## config.mk

```make
export PLATFORM = sky130hd
export DESIGN_NAME = dataflow_stall_monitor
export DESIGN_NICKNAME = d
export VERILOG_FILES = /design/src/rtl/dataflow_mon_pkg.sv /design/src/rtl/dataflow_stall_monitor_lowest_set_idx.sv /design/src/rtl/dataflow_stall_monitor.sv
export SDC_FILE = /design/constraint.sdc
export NUM_CORES = 1
export LEC_CHECK = 0
export ABC_CLOCK_PERIOD_IN_PS = 6300
export BUFFER_PORTS_ARGS = -buffer_cell sky130_fd_sc_hd__buf_2
export CAP_MARGIN = 20
export CORE_UTILIZATION = 52
export CTS_BUF_LIST = sky130_fd_sc_hd__clkbuf_8
export DETAILED_ROUTE_END_ITERATION = 7
export PLACE_DENSITY = 0.74
export REMOVE_ABC_BUFFERS = 1
export SYNTH_ARGS = -nofsm -noshare
export SYNTH_HDL_FRONTEND = slang
export SYNTH_SLANG_ARGS = --single-unit
```

## constraint.sdc

```tcl
create_clock -name kernel_monitor_clock -period 6.3 [get_ports kernel_monitor_clock]
set_input_delay 0.315 -clock kernel_monitor_clock [delete_from_list [all_inputs] [get_ports kernel_monitor_clock]]
set_output_delay 0.315 -clock kernel_monitor_clock [all_outputs]
set_load 0.01 [all_outputs]
```

## src/rtl/dataflow_mon_pkg.sv

```systemverilog
// Shared types and helpers for the dataflow stall monitor.
//   mon_state_t : monitor FSM state with fixed encodings (visible on the state port)
//   *_DEF       : default parameter values for the monitor top
//   sat_inc     : saturating increment for counters up to 32 bits wide
package dataflow_mon_pkg;

    localparam int unsigned N_AXIS_DEF    = 12;
    localparam int unsigned N_INST_DEF    = 16;
    localparam int unsigned TIMEOUT_W_DEF = 16;
    localparam int unsigned CNT_W_DEF     = 8;

    typedef enum logic [1:0] {
        WATCH    = 2'd0,
        SUSPECT  = 2'd1,
        EXT      = 2'd2,
        DEADLOCK = 2'd3
    } mon_state_t;

    // Increment value, holding at the all-ones value of a 'width'-bit counter.
    function automatic logic [31:0] sat_inc(input logic [31:0] value, input int unsigned width);
        logic [31:0] max_v;
        max_v = (width >= 32) ? 32'hFFFF_FFFF : ((32'd1 << width) - 32'd1);
        return (value >= max_v) ? max_v : (value + 32'd1);
    endfunction

endpackage

```

## src/rtl/dataflow_stall_monitor_lowest_set_idx.sv

```systemverilog
// Priority encoder: index of the lowest set bit of vec, 0 when vec is all zeros.
//   vec   : input vector
//   idx_c : combinational index of the lowest set bit
module lowest_set_idx #(
    parameter  int unsigned W  = 16,
    localparam int unsigned IW = (W > 1) ? $clog2(W) : 1
) (
    input  logic [W-1:0]  vec,
    output logic [IW-1:0] idx_c
);

    // Scan from the top so the lowest set bit is the last one written.
    always_comb begin
        idx_c = '0;
        for (int i = W - 1; i >= 0; i--) begin
            if (vec[i]) begin
                idx_c = IW'(i);
            end
        end
    end

endmodule

```

## src/rtl/dataflow_stall_monitor.sv

```systemverilog
// Dataflow stall monitor. Watches per-instance idle/block flags and per-stream
// block flags; a stall whose flag pattern stays unchanged for timeout_cycles
// cycles is declared either an internal deadlock (sticky) or an external
// stream stall (released when the stall goes away).
//   kernel_monitor_clock : clock
//   kernel_monitor_reset : asynchronous active-high reset
//   axis_block_sigs      : per-stream blocked-on-TDATA flags
//   inst_idle_sigs       : per-instance idle flags
//   inst_block_sigs      : per-instance blocked flags
//   timeout_cycles       : persistence threshold, 0 behaves as 1
//   clear                : synchronous clear of sticky state and counters
//   block                : internal deadlock declared (registered, sticky)
//   ext_stall            : external stream stall declared (registered)
//   state                : current FSM state encoding
//   snap_inst/snap_axis  : block flags captured at declaration
//   first_inst_idx       : lowest set index of snap_inst
//   deadlock_cnt/ext_cnt : saturating declaration counters
module dataflow_stall_monitor
    import dataflow_mon_pkg::*;
#(
    parameter  int unsigned N_AXIS    = N_AXIS_DEF,
    parameter  int unsigned N_INST    = N_INST_DEF,
    parameter  int unsigned TIMEOUT_W = TIMEOUT_W_DEF,
    parameter  int unsigned CNT_W     = CNT_W_DEF,
    localparam int unsigned IDX_W     = (N_INST > 1) ? $clog2(N_INST) : 1
) (
    input  logic                 kernel_monitor_clock,
    input  logic                 kernel_monitor_reset,
    input  logic [N_AXIS-1:0]    axis_block_sigs,
    input  logic [N_INST-1:0]    inst_idle_sigs,
    input  logic [N_INST-1:0]    inst_block_sigs,
    input  logic [TIMEOUT_W-1:0] timeout_cycles,
    input  logic                 clear,
    output logic                 block,
    output logic                 ext_stall,
    output logic [1:0]           state,
    output logic [N_INST-1:0]    snap_inst,
    output logic [N_AXIS-1:0]    snap_axis,
    output logic [IDX_W-1:0]     first_inst_idx,
    output logic [CNT_W-1:0]     deadlock_cnt,
    output logic [CNT_W-1:0]     ext_cnt
);

    localparam int unsigned REF_W = N_INST + N_AXIS;

    mon_state_t           state_q;
    mon_state_t           state_n;
    logic [TIMEOUT_W-1:0] cnt_q;
    logic [TIMEOUT_W-1:0] cnt_n;
    logic [REF_W-1:0]     ref_q;
    logic [REF_W-1:0]     ref_n;
    logic [N_INST-1:0]    snap_inst_n;
    logic [N_AXIS-1:0]    snap_axis_n;
    logic [IDX_W-1:0]     first_inst_idx_n;
    logic [CNT_W-1:0]     deadlock_cnt_n;
    logic [CNT_W-1:0]     ext_cnt_n;

    logic                 stalled_c;
    logic                 changed_c;
    logic [REF_W-1:0]     flags_c;
    logic [TIMEOUT_W-1:0] thresh_c;
    logic [IDX_W-1:0]     enc_idx_c;

    // Every instance idle or blocked, but not all idle (all idle = kernel done).
    assign stalled_c = (&(inst_idle_sigs | inst_block_sigs)) & ~(&inst_idle_sigs);
    assign flags_c   = {inst_block_sigs, axis_block_sigs};
    assign changed_c = (flags_c != ref_q);
    assign thresh_c  = (timeout_cycles == '0) ? TIMEOUT_W'(1) : timeout_cycles;

    assign state = state_q;

    // Lowest blocked instance in the current flags, captured on declaration.
    lowest_set_idx #(
        .W(N_INST)
    ) u_lowest_set_idx (
        .vec   (inst_block_sigs),
        .idx_c (enc_idx_c)
    );

    // Next-state and datapath next values; clear overrides everything.
    always_comb begin
        state_n          = state_q;
        cnt_n            = cnt_q;
        ref_n            = ref_q;
        snap_inst_n      = snap_inst;
        snap_axis_n      = snap_axis;
        first_inst_idx_n = first_inst_idx;
        deadlock_cnt_n   = deadlock_cnt;
        ext_cnt_n        = ext_cnt;

        case (state_q)
            WATCH: begin
                if (stalled_c) begin
                    state_n = SUSPECT;
                    cnt_n   = TIMEOUT_W'(1);
                    ref_n   = flags_c;
                end
            end
            SUSPECT: begin
                if (!stalled_c) begin
                    state_n = WATCH;
                    cnt_n   = '0;
                end else if (changed_c) begin
                    // A change in the flag pattern is progress: restart measuring.
                    cnt_n = TIMEOUT_W'(1);
                    ref_n = flags_c;
                end else if (cnt_q >= thresh_c) begin
                    cnt_n            = '0;
                    snap_inst_n      = inst_block_sigs;
                    snap_axis_n      = axis_block_sigs;
                    first_inst_idx_n = enc_idx_c;
                    if (|axis_block_sigs) begin
                        state_n   = EXT;
                        ext_cnt_n = CNT_W'(sat_inc(32'(ext_cnt), CNT_W));
                    end else begin
                        state_n        = DEADLOCK;
                        deadlock_cnt_n = CNT_W'(sat_inc(32'(deadlock_cnt), CNT_W));
                    end
                end else begin
                    cnt_n = TIMEOUT_W'(sat_inc(32'(cnt_q), TIMEOUT_W));
                end
            end
            EXT: begin
                // Classification is fixed once declared; only release matters.
                if (!stalled_c) begin
                    state_n = WATCH;
                    cnt_n   = '0;
                end
            end
            DEADLOCK: begin
                state_n = DEADLOCK;
            end
            default: begin
                state_n = WATCH;
            end
        endcase

        if (clear) begin
            state_n          = WATCH;
            cnt_n            = '0;
            ref_n            = '0;
            snap_inst_n      = '0;
            snap_axis_n      = '0;
            first_inst_idx_n = '0;
            deadlock_cnt_n   = '0;
            ext_cnt_n        = '0;
        end
    end

    // State register and registered outputs.
    always_ff @(posedge kernel_monitor_clock or posedge kernel_monitor_reset) begin
        if (kernel_monitor_reset) begin
            state_q        <= WATCH;
            cnt_q          <= '0;
            ref_q          <= '0;
            snap_inst      <= '0;
            snap_axis      <= '0;
            first_inst_idx <= '0;
            deadlock_cnt   <= '0;
            ext_cnt        <= '0;
            block          <= 1'b0;
            ext_stall      <= 1'b0;
        end else begin
            state_q        <= state_n;
            cnt_q          <= cnt_n;
            ref_q          <= ref_n;
            snap_inst      <= snap_inst_n;
            snap_axis      <= snap_axis_n;
            first_inst_idx <= first_inst_idx_n;
            deadlock_cnt   <= deadlock_cnt_n;
            ext_cnt        <= ext_cnt_n;
            block          <= (state_n == DEADLOCK);
            ext_stall      <= (state_n == EXT);
        end
    end

endmodule

```

==> out/summary.json, run 1 <==
{
  "maximum_number_of_pins_on_one_net_before_global_route_repair": 73,
  "synth-seq-area-share": 0.4272,
  "grt-ovfl-total": 0,
  "timing.slew.headroom": 0.3734,
  "fin_crit_sh": 0.4723,
  "post_layout_nonfiller_instances": 829,
  "path_class": "flip-flop to flip-flop",
  "met2WireLength_mm": 6.779,
  "syn-instance-count": 591,
  "synth-async-reset-ratio": 1.000,
  "overall_global_routing_resource_usage": 0.2581,
  "insertion_delay_ns": 0.37,
  "synth_xor_xnor_area_share": 0.04361,
  "post_synthesis_compound_gate_area_fraction": 0.1282,
  "synth_simple_gate_area_frac": 0.1947,
  "synth-adder-area-share": 0.05118,
  "pwr_density_mw_per_mm2": 195.5,
  "worst-endpoint-arrival_ns": 3.23,
  "final_hold_viol_count": 0,
  "layout.nets": 774,
  "grt_first_pass_wirelength_mm": 22.98,
  "first_global_vias": 4753,
  "cts.repair_timing.setup_buffer_count": 0,
  "cts_max_path_buffers": 2,
  "antenna_violations_before_repair": 0,
  "totalNegativeSetupSlack_ns": 0,
  "achievable-frequency_ghz": 0.3361,
  "layout_common_cells": "114 x sky130_fd_sc_hd__buf_2, 96 x sky130_fd_sc_hd__dfrtp_1, 83 x sky130_fd_sc_hd__nor2_1",
  "yosys.cell_types.count": 60,
  "wire_per_inst_um": 16.51,
  "yosysWarnings": 0,
  "start_util": 0.5398,
  "ant_nets": 0,
  "end_kind": "flip-flop",
  "post-synth-top-area-cell": "sky130_fd_sc_hd__dfrtp_1",
  "synth_area_mm2": 0.005623,
  "dieArea_mm2": 0.01123,
  "met3_wirelength_um": 577,
  "route.top_layer_used": "met4",
  "num_vias": 4817,
  "io_buffer_count": 114,
  "critical_path_peak_fanout": 43,
  "timing.clock.skew_ns": 0.009171,
  "synth_mux_area_frac": 0.1015,
  "drive_gt1_frac": 0.2092,
  "drc": 0,
  "synth.ff_latch_count": 96,
  "timing.final.setup_violations": 0,
  "hold_slack_ns": 0.2611,
  "gpl.final_weighted_congestion": 0.9289,
  "clock-sinks": 96,
  "detail_route.wirelength.met1_mm": 6.165,
  "total_cts_buffers": 9,
  "growth_of_design_area_from_synthesis_to_finish_pct": 16.00,
  "period_minus_slack_ns": 2.976,
  "dr.pass1.iters": 4,
  "worst_setup_path_start_kind": "flip-flop",
  "top_level_pins": 115,
  "status": "completed",
  "finalPower_mw": 1.275,
  "leading_cell_type_in_the_layout_fill_and_taps_excluded": "sky130_fd_sc_hd__buf_2",
  "tightest_slew_ns": 0.9399,
  "max_cap_viol_count": 0,
  "required_ns": 6.55,
  "drt_iter0_drcs": 351,
  "rows": 37,
  "floorplan.core_area_mm2": 0.01042,
  "post-synth-top-area-fraction": 0.4272,
  "power.ir.vdd_worst_uv": 134.0,
  "rsz0062_at_grt": "false",
  "number_of_flops_mapped_to_enable_cells_by_yosys": 0,
  "avgViaCountPerCell": 5.811,
  "yosys-top-cells-area": "sky130_fd_sc_hd__dfrtp_1 43%, sky130_fd_sc_hd__mux2i_1 10%, sky130_fd_sc_hd__nor2_1 5.5%",
  "ys.flop_type": "sky130_fd_sc_hd__dfrtp_1",
  "detailed_place_hpwl_mm": 9.971,
  "cts.root.buffer_cell": "sky130_fd_sc_hd__clkbuf_8",
  "p_leak_nw": 3.702,
  "cts.htree.levels": 3,
  "min_path_type": "primary input to flip-flop",
  "placedCellCount": 812,
  "chip_height_um": 106.0,
  "tritoncts": "built",
  "antenna_cells_inserted": 0,
  "average_instance_area_after_synthesis_um2": 9.514,
  "drv_slew": 0,
  "path_clk_slew_ns": 0.09,
  "main_combinational_cell_family_by_area_after_synthesis": "simple AND/OR/NAND/NOR gates",
  "die_w_um": 106.0,
  "totalWireLength_mm": 13.69
}
## state kept, by name (all words and copies together), names as in the netlist
register	count
first_inst_idx	4
deadlock_cnt	8
ext_stall	1
cnt_q	16
block	1
snap_inst	16
state	2
snap_axis	12
ext_cnt	8
ref_q	28
## worst max-delay path, cell delays in order (launching register included)
cell and delay, ns:
sky130_fd_sc_hd__dfrtp_1 0.45, sky130_fd_sc_hd__ha_1 0.32, sky130_fd_sc_hd__and4_1 0.27, sky130_fd_sc_hd__nand3_1 0.10, sky130_fd_sc_hd__a221o_1 0.28, sky130_fd_sc_hd__nand4b_1 0.28, sky130_fd_sc_hd__nand3_2 0.10, sky130_fd_sc_hd__buf_4 0.34
sky130_fd_sc_hd__or4_1 0.58, sky130_fd_sc_hd__o211a_1 0.14
## per-layer routing
| layer | vias to the layer above | global-route usage |
|---|---|---|
| met1 | 2345 | 0.3357 |
| met4 | 0 | 0.07937 |
| li1 | 2324 | - |
| met2 | 130 | 0.4384 |
| met3 | 18 | 0.04598 |
| met5 | - | 0 |
## worst paths after layout
path / cells after the start / end / slack [ns] / startpoint
max: 9 / deadlock_cnt[7] / 3.32 / cnt_q[13]
max reg2reg: 9 / deadlock_cnt[7] / 3.32 / cnt_q[13]
min: 3 / ref_q[5] / 0.26 / axis_block_sigs[5]
max in group asynchronous: 4 / deadlock_cnt[6] / 4.61 / kernel_monitor_reset
min in group asynchronous: 3 / ext_stall / 0.45 / kernel_monitor_reset
min reg2reg: 2 / first_inst_idx[3] / 0.51 / first_inst_idx[3]
## area by class of cell
class                      instances  area (µm²)
timing repair buffer             120       618.1
fill                             881        3894
sequential                        96        2402
multi-input combinational        423        2919
inverter                          38       145.1
clock inverter                     6       130.1
tap                              136       170.2
clock buffer                      10       137.6
## cell families (layout without fill, tap and decap cells)
group / after synthesis / count (layout)
adder cells (fa/ha/maj): 23 / 23
multiplexers: 57 / 57
AND/OR/NAND/NOR: 214 / 214
buffers and inverters: 72 / 174
flip-flops: 96 / 96
XOR/XNOR: 28 / 28
AO/OA/AOI/OAI: 101 / 101
## synthesized netlist by cell type, drive strengths merged, types with 2 or more instances
| master | count |
|---|---|
| a211oi | 6 |
| a21oi | 19 |
| a31oi | 10 |
| a41oi | 2 |
| and3 | 9 |
| and4 | 4 |
| and4b | 2 |
| buf | 19 |
| clkbuf | 15 |
| dfrtp | 96 |
| ha | 23 |
| inv | 38 |
| mux2i | 57 |
| nand2 | 27 |
| nand2b | 3 |
| nand3 | 19 |
| nand4 | 11 |
| nor2 | 84 |
| nor2b | 4 |
| nor3 | 16 |
| nor3b | 2 |
| nor4 | 20 |
| o21a | 3 |
| o21ai | 11 |
| o21ba | 3 |
| o21bai | 2 |
| o22a | 16 |
| o22ai | 8 |
| o311a | 3 |
| o31ai | 4 |
| or3 | 4 |
| or4 | 5 |
| xnor2 | 12 |
| xor2 | 16 |
## metrics by stage
| step | area (µm²) | util | setup WS, ns |
|---|---|---|---|
| 5_1_grt | 6523 | 0.6262 | 3.080 |
| 2_1_floorplan | 5464 | - | 3.078 |
| 3_5_place_dp | 6245 | 0.5995 | 3.187 |
| 6_report | 6523 | 0.6262 | 3.324 |
| 3_3_place_gp | 6245 | 0.5995 | 3.260 |
| 4_1_cts | 6523 | 0.6262 | 3.301 |
## power breakdown
| part | switching [mW] | internal (mW) |
|---|---|---|
| clock network | 0.212 | 0.313 |
| registers | 0.00453 | 0.619 |
| logic | 0.0837 | 0.0428 |
| total | 0.300 | 0.975 |
## what timing repair did
action | CTS | global route
resized for setup | 0 | 0
hold endpoints to repair | 24 | 0
hold buffers | 1 | 0
No activity file was read; power rests on OpenSTA's default activity.
==> inputs of run 2 (changes only) <==
--- a/config.mk
+++ b/config.mk
@@ -5,7 +5,7 @@
 export SDC_FILE = /design/constraint.sdc
 export NUM_CORES = 1
 export LEC_CHECK = 0
-export ABC_CLOCK_PERIOD_IN_PS = 6300
+export ABC_CLOCK_PERIOD_IN_PS = 3090
 export BUFFER_PORTS_ARGS = -buffer_cell sky130_fd_sc_hd__buf_2
 export CAP_MARGIN = 20
 export CORE_UTILIZATION = 52
==> constraint.sdc (replaced) <==
create_clock -name kernel_monitor_clock -period 3.09 [get_ports kernel_monitor_clock]
set_input_delay 0.1545 -clock kernel_monitor_clock [delete_from_list [all_inputs] [get_ports kernel_monitor_clock]]
set_output_delay 0.1545 -clock kernel_monitor_clock [all_outputs]
set_load 0.01 [all_outputs]
==> out/summary.json, run 2 (synthesis gave the netlist of run 1 again) <==
{
  "status": "completed",
  "fin_crit_sh": {"value": 0.8897, "change": "+0.4174"},
  "clock_network_fraction_of_design_power": {"value": 0.350, "change": "-0.062"},
  "max_cap_viol_count": {"value": 0, "change": "unchanged"},
  "cts_max_path_buffers": {"value": 2, "change": "unchanged"},
  "total_cts_buffers": {"value": 9, "change": "unchanged"},
  "worst_r2r_startpoint": "ref_q[18]",
  "layout.nets": {"value": 787, "change": "+1.7%"},
  "timing.hold.worst_endpoint": "snap_axis[1]",
  "layout_common_cells": "114 x sky130_fd_sc_hd__buf_2, 96 x sky130_fd_sc_hd__dfrtp_1, 83 x sky130_fd_sc_hd__nor2_1",
  "die_w": {"value": 106.0, "unit": "µm", "change": "unchanged"},
  "registers.top_by_ff_count": "ref_q",
  "power.ir.vdd_worst": {"value": 315.3, "unit": "µV", "change": "+140%"},
  "drt_iter0_drcs": {"value": 488, "change": "+39%"},
  "min_path_type": "primary input to flip-flop",
  "antenna_violations_before_repair": {"value": 0, "change": "unchanged"},
  "clock-sinks": {"value": 96, "change": "unchanged"},
  "cts.htree.levels": {"value": 3, "change": "unchanged"},
  "final_hold_viol_count": {"value": 0, "change": "unchanged"},
  "min_from": "axis_block_sigs[1]",
  "p_leak": {"value": 3.731, "unit": "nW", "change": "+0.77%"},
  "growth_of_design_area_from_synthesis_to_finish_pct": 16.64,
  "ant_nets": {"value": 0, "change": "unchanged"},
  "avgViaCountPerCell": {"value": 5.841, "change": "+0.52%"},
  "dp_slack": {"value": 0.2688, "unit": "ns", "change": "-2.918 ns"},
  "required": {"value": 3.34, "unit": "ns", "change": "-3.21 ns"},
  "switching_share": {"value": 0.2606, "change": "+0.02539"},
  "insertion_delay": {"value": 0.36, "unit": "ns", "change": "about the same"},
  "timing.final.setup_violations": {"value": 0, "change": "unchanged"},
  "overall_global_routing_resource_usage": {"value": 0.2565, "change": "-0.001656"},
  "power_frac_seq": {"value": 0.537, "change": "+0.048"},
  "drv_slew": {"value": 0, "change": "unchanged"},
  "floorplan.core_area": {"value": 0.01042, "unit": "mm²", "change": "unchanged"},
  "dr.pass1.iters": {"value": 5, "change": "+1"},
  "totalWireLength": {"value": 13.72, "unit": "mm", "change": "+0.21%"},
  "worstHoldPathCells": {"value": 3, "change": "unchanged"},
  "start_util": {"value": 0.5398, "change": "unchanged"},
  "path_class": "flip-flop to flip-flop",
  "worst-endpoint-arrival": {"value": 3.00, "unit": "ns", "change": "-0.23 ns"},
  "dieArea": {"value": 0.01123, "unit": "mm²", "change": "unchanged"},
  "timing.clock.skew": {"value": 0.01499, "unit": "ns", "change": "+0.005820 ns"},
  "end_kind": "flip-flop",
  "grt-ovfl-total": {"value": 0, "change": "unchanged"},
  "detailed_place_hpwl": {"value": 10.30, "unit": "mm", "change": "+3.3%"},
  "chip_height": {"value": 106.0, "unit": "µm", "change": "unchanged"},
  "achievable-frequency": {"value": 0.3638, "unit": "GHz", "change": "+8.2%"},
  "post_layout_nonfiller_instances": {"value": 841, "change": "+1.4%"},
  "switchingPower": {"value": 0.6174, "unit": "mW", "change": "+110%"},
  "wire_per_inst": {"value": 16.31, "unit": "µm", "change": "-1.2%"},
  "timing.slew.headroom": {"value": 0.4881, "change": "+0.1147"},
  "top_regs": "ref_q: 28 flops, cnt_q: 16 flops, snap_inst: 16 flops",
  "final.setup.worst_slack": {"value": 0.3409, "unit": "ns", "change": "-2.983 ns"},
  "gpl.final_weighted_congestion": {"value": 0.9311, "change": "+0.24%"},
  "first_global_vias": {"value": 4725, "change": "-0.59%"},
  "tritoncts": "built",
  "tightest_slew": {"value": 0.7678, "unit": "ns", "change": "-0.1721 ns"},
  "drive_gt1_frac": {"value": 0.2227, "change": "+0.01346"},
  "leading_cell_type_in_the_layout_fill_and_taps_excluded": "sky130_fd_sc_hd__buf_2",
  "rsz0062_at_grt": "false",
  "worstRegToRegCells": {"value": 7, "change": "-2"},
  "crit_startpoint": "ref_q[18]",
  "drc": {"value": 0, "change": "unchanged"},
  "pwr_density": {"value": 361.2, "unit": "mW/mm²", "change": "+85%"},
  "antenna_cells_inserted": {"value": 0, "change": "unchanged"},
  "comb_power_share": {"value": 0.113, "change": "+0.014"},
  "p_int": {"value": 1.752, "unit": "mW", "change": "+80%"},
  "placedCellCount": {"value": 825, "change": "+1.6%"},
  "cts.root.buffer_cell": "sky130_fd_sc_hd__clkbuf_8",
  "maximum_number_of_pins_on_one_net_before_global_route_repair": {"value": 43, "change": "-41%"},
  "largest_register_ffs": {"value": 28, "change": "unchanged"},
  "rows": {"value": 37, "change": "unchanged"},
  "worst_setup_path_start_kind": "flip-flop",
  "postCtsResizedCells": {"value": 0, "change": "unchanged"},
  "io_buffer_count": {"value": 114, "change": "unchanged"},
  "ff2ff_setup_slack": {"value": 0.34, "unit": "ns", "change": "-2.98 ns"},
  "grt_first_pass_wirelength": {"value": 22.89, "unit": "mm", "change": "-0.36%"},
  "num_vias": {"value": 4912, "change": "+2.0%"},
  "cts-hold-fix-buffers": {"value": 1, "change": "unchanged"},
  "path_clk_slew": {"value": 0.10, "unit": "ns", "change": "about the same"},
  "worstReg2RegEnd": "ext_cnt[4]",
  "critical_path_peak_fanout": {"value": 9, "change": "-79%"},
  "cts.repair_timing.setup_buffer_count": {"value": 0, "change": "unchanged"},
  "period_minus_slack": {"value": 2.749, "unit": "ns", "change": "-0.2265 ns"},
  "top_level_pins": {"value": 115, "change": "unchanged"}
}
run 2: cell count changes in the layout (fill, tap and decap cells not counted), sizes merged:
cell      previous run  this run
buf                119       132
bufinv               4         1
clkinvlp             0         1
inv                 38        39
run 2: power groups by stage:
stage | registers, mW | logic [mW] | clock network [mW]
final | 1.27 | 0.269 | 0.828
after global routing | 1.27 | 0.299 | 0.901
after CTS | 1.27 | 0.269 | 0.852
after detailed placement | 1.30 | 0.267 | 0
after global placement | 1.30 | 0.260 | 0
after floorplan | 1.30 | 0.124 | 0
run 2: critical path, cell delays in order, from the launching register on:
cell                      delay (ns)
sky130_fd_sc_hd__dfrtp_1        0.41
sky130_fd_sc_hd__xor2_1         0.14
sky130_fd_sc_hd__nor4_1         0.44
sky130_fd_sc_hd__nand4_1        0.22
sky130_fd_sc_hd__nor4_4         0.47
sky130_fd_sc_hd__nand4_2        0.22
sky130_fd_sc_hd__or4_1          0.54
sky130_fd_sc_hd__and3_1         0.19
run 2: how the worst max path moves through the flow:
stage                           end  slack (ns)  depth (start not counted)
floorplan           deadlock_cnt[7]       -0.08                          8
global placement           cnt_q[5]        0.31                          9
detailed placement         cnt_q[5]        0.27                          9
CTS                      ext_cnt[4]        0.38                          7
global route        deadlock_cnt[3]        0.17                          7
finish                   ext_cnt[4]        0.34                          7
run 2: metrics by stage:
step	power [mW]	util	area (µm²)	hold slack, ns	setup TNS [ns]
global route	2.474	0.6297	6559	0.09853	0
CTS	2.392	0.6297	6559	0.09295	0
global placement	1.556	0.6101	6355	0.2364	0
floorplan	1.419	-	5464	0.2176	-0.08091
detailed placement	1.564	0.6101	6355	0.2405	0
finish	2.369	0.6297	6559	0.09647	0
run 2: final cells by class:
| class | count | area, µm² |
|---|---|---|
| Sequential cell | 96 | 2402 |
| Clock buffer | 10 | 137.6 |
| Clock inverter | 5 | 56.30 |
| Fill cell | 887 | 3857 |
| Inverter | 38 | 145.1 |
| Multi-Input combinational cell | 423 | 2919 |
| Tap cell | 136 | 170.2 |
| Timing Repair Buffer | 133 | 728.2 |
run 2: per-layer routing:
| metal | wire length, µm | track usage | vias up |
|---|---|---|---|
| met5 | 0 | 0 | - |
| met4 | 358 | 0.1022 | 0 |
| met3 | 588 | 0.03740 | 34 |
| met2 | 6655 | 0.4192 | 173 |
| met1 | 6114 | 0.3441 | 2360 |
| li1 | - | - | 2345 |
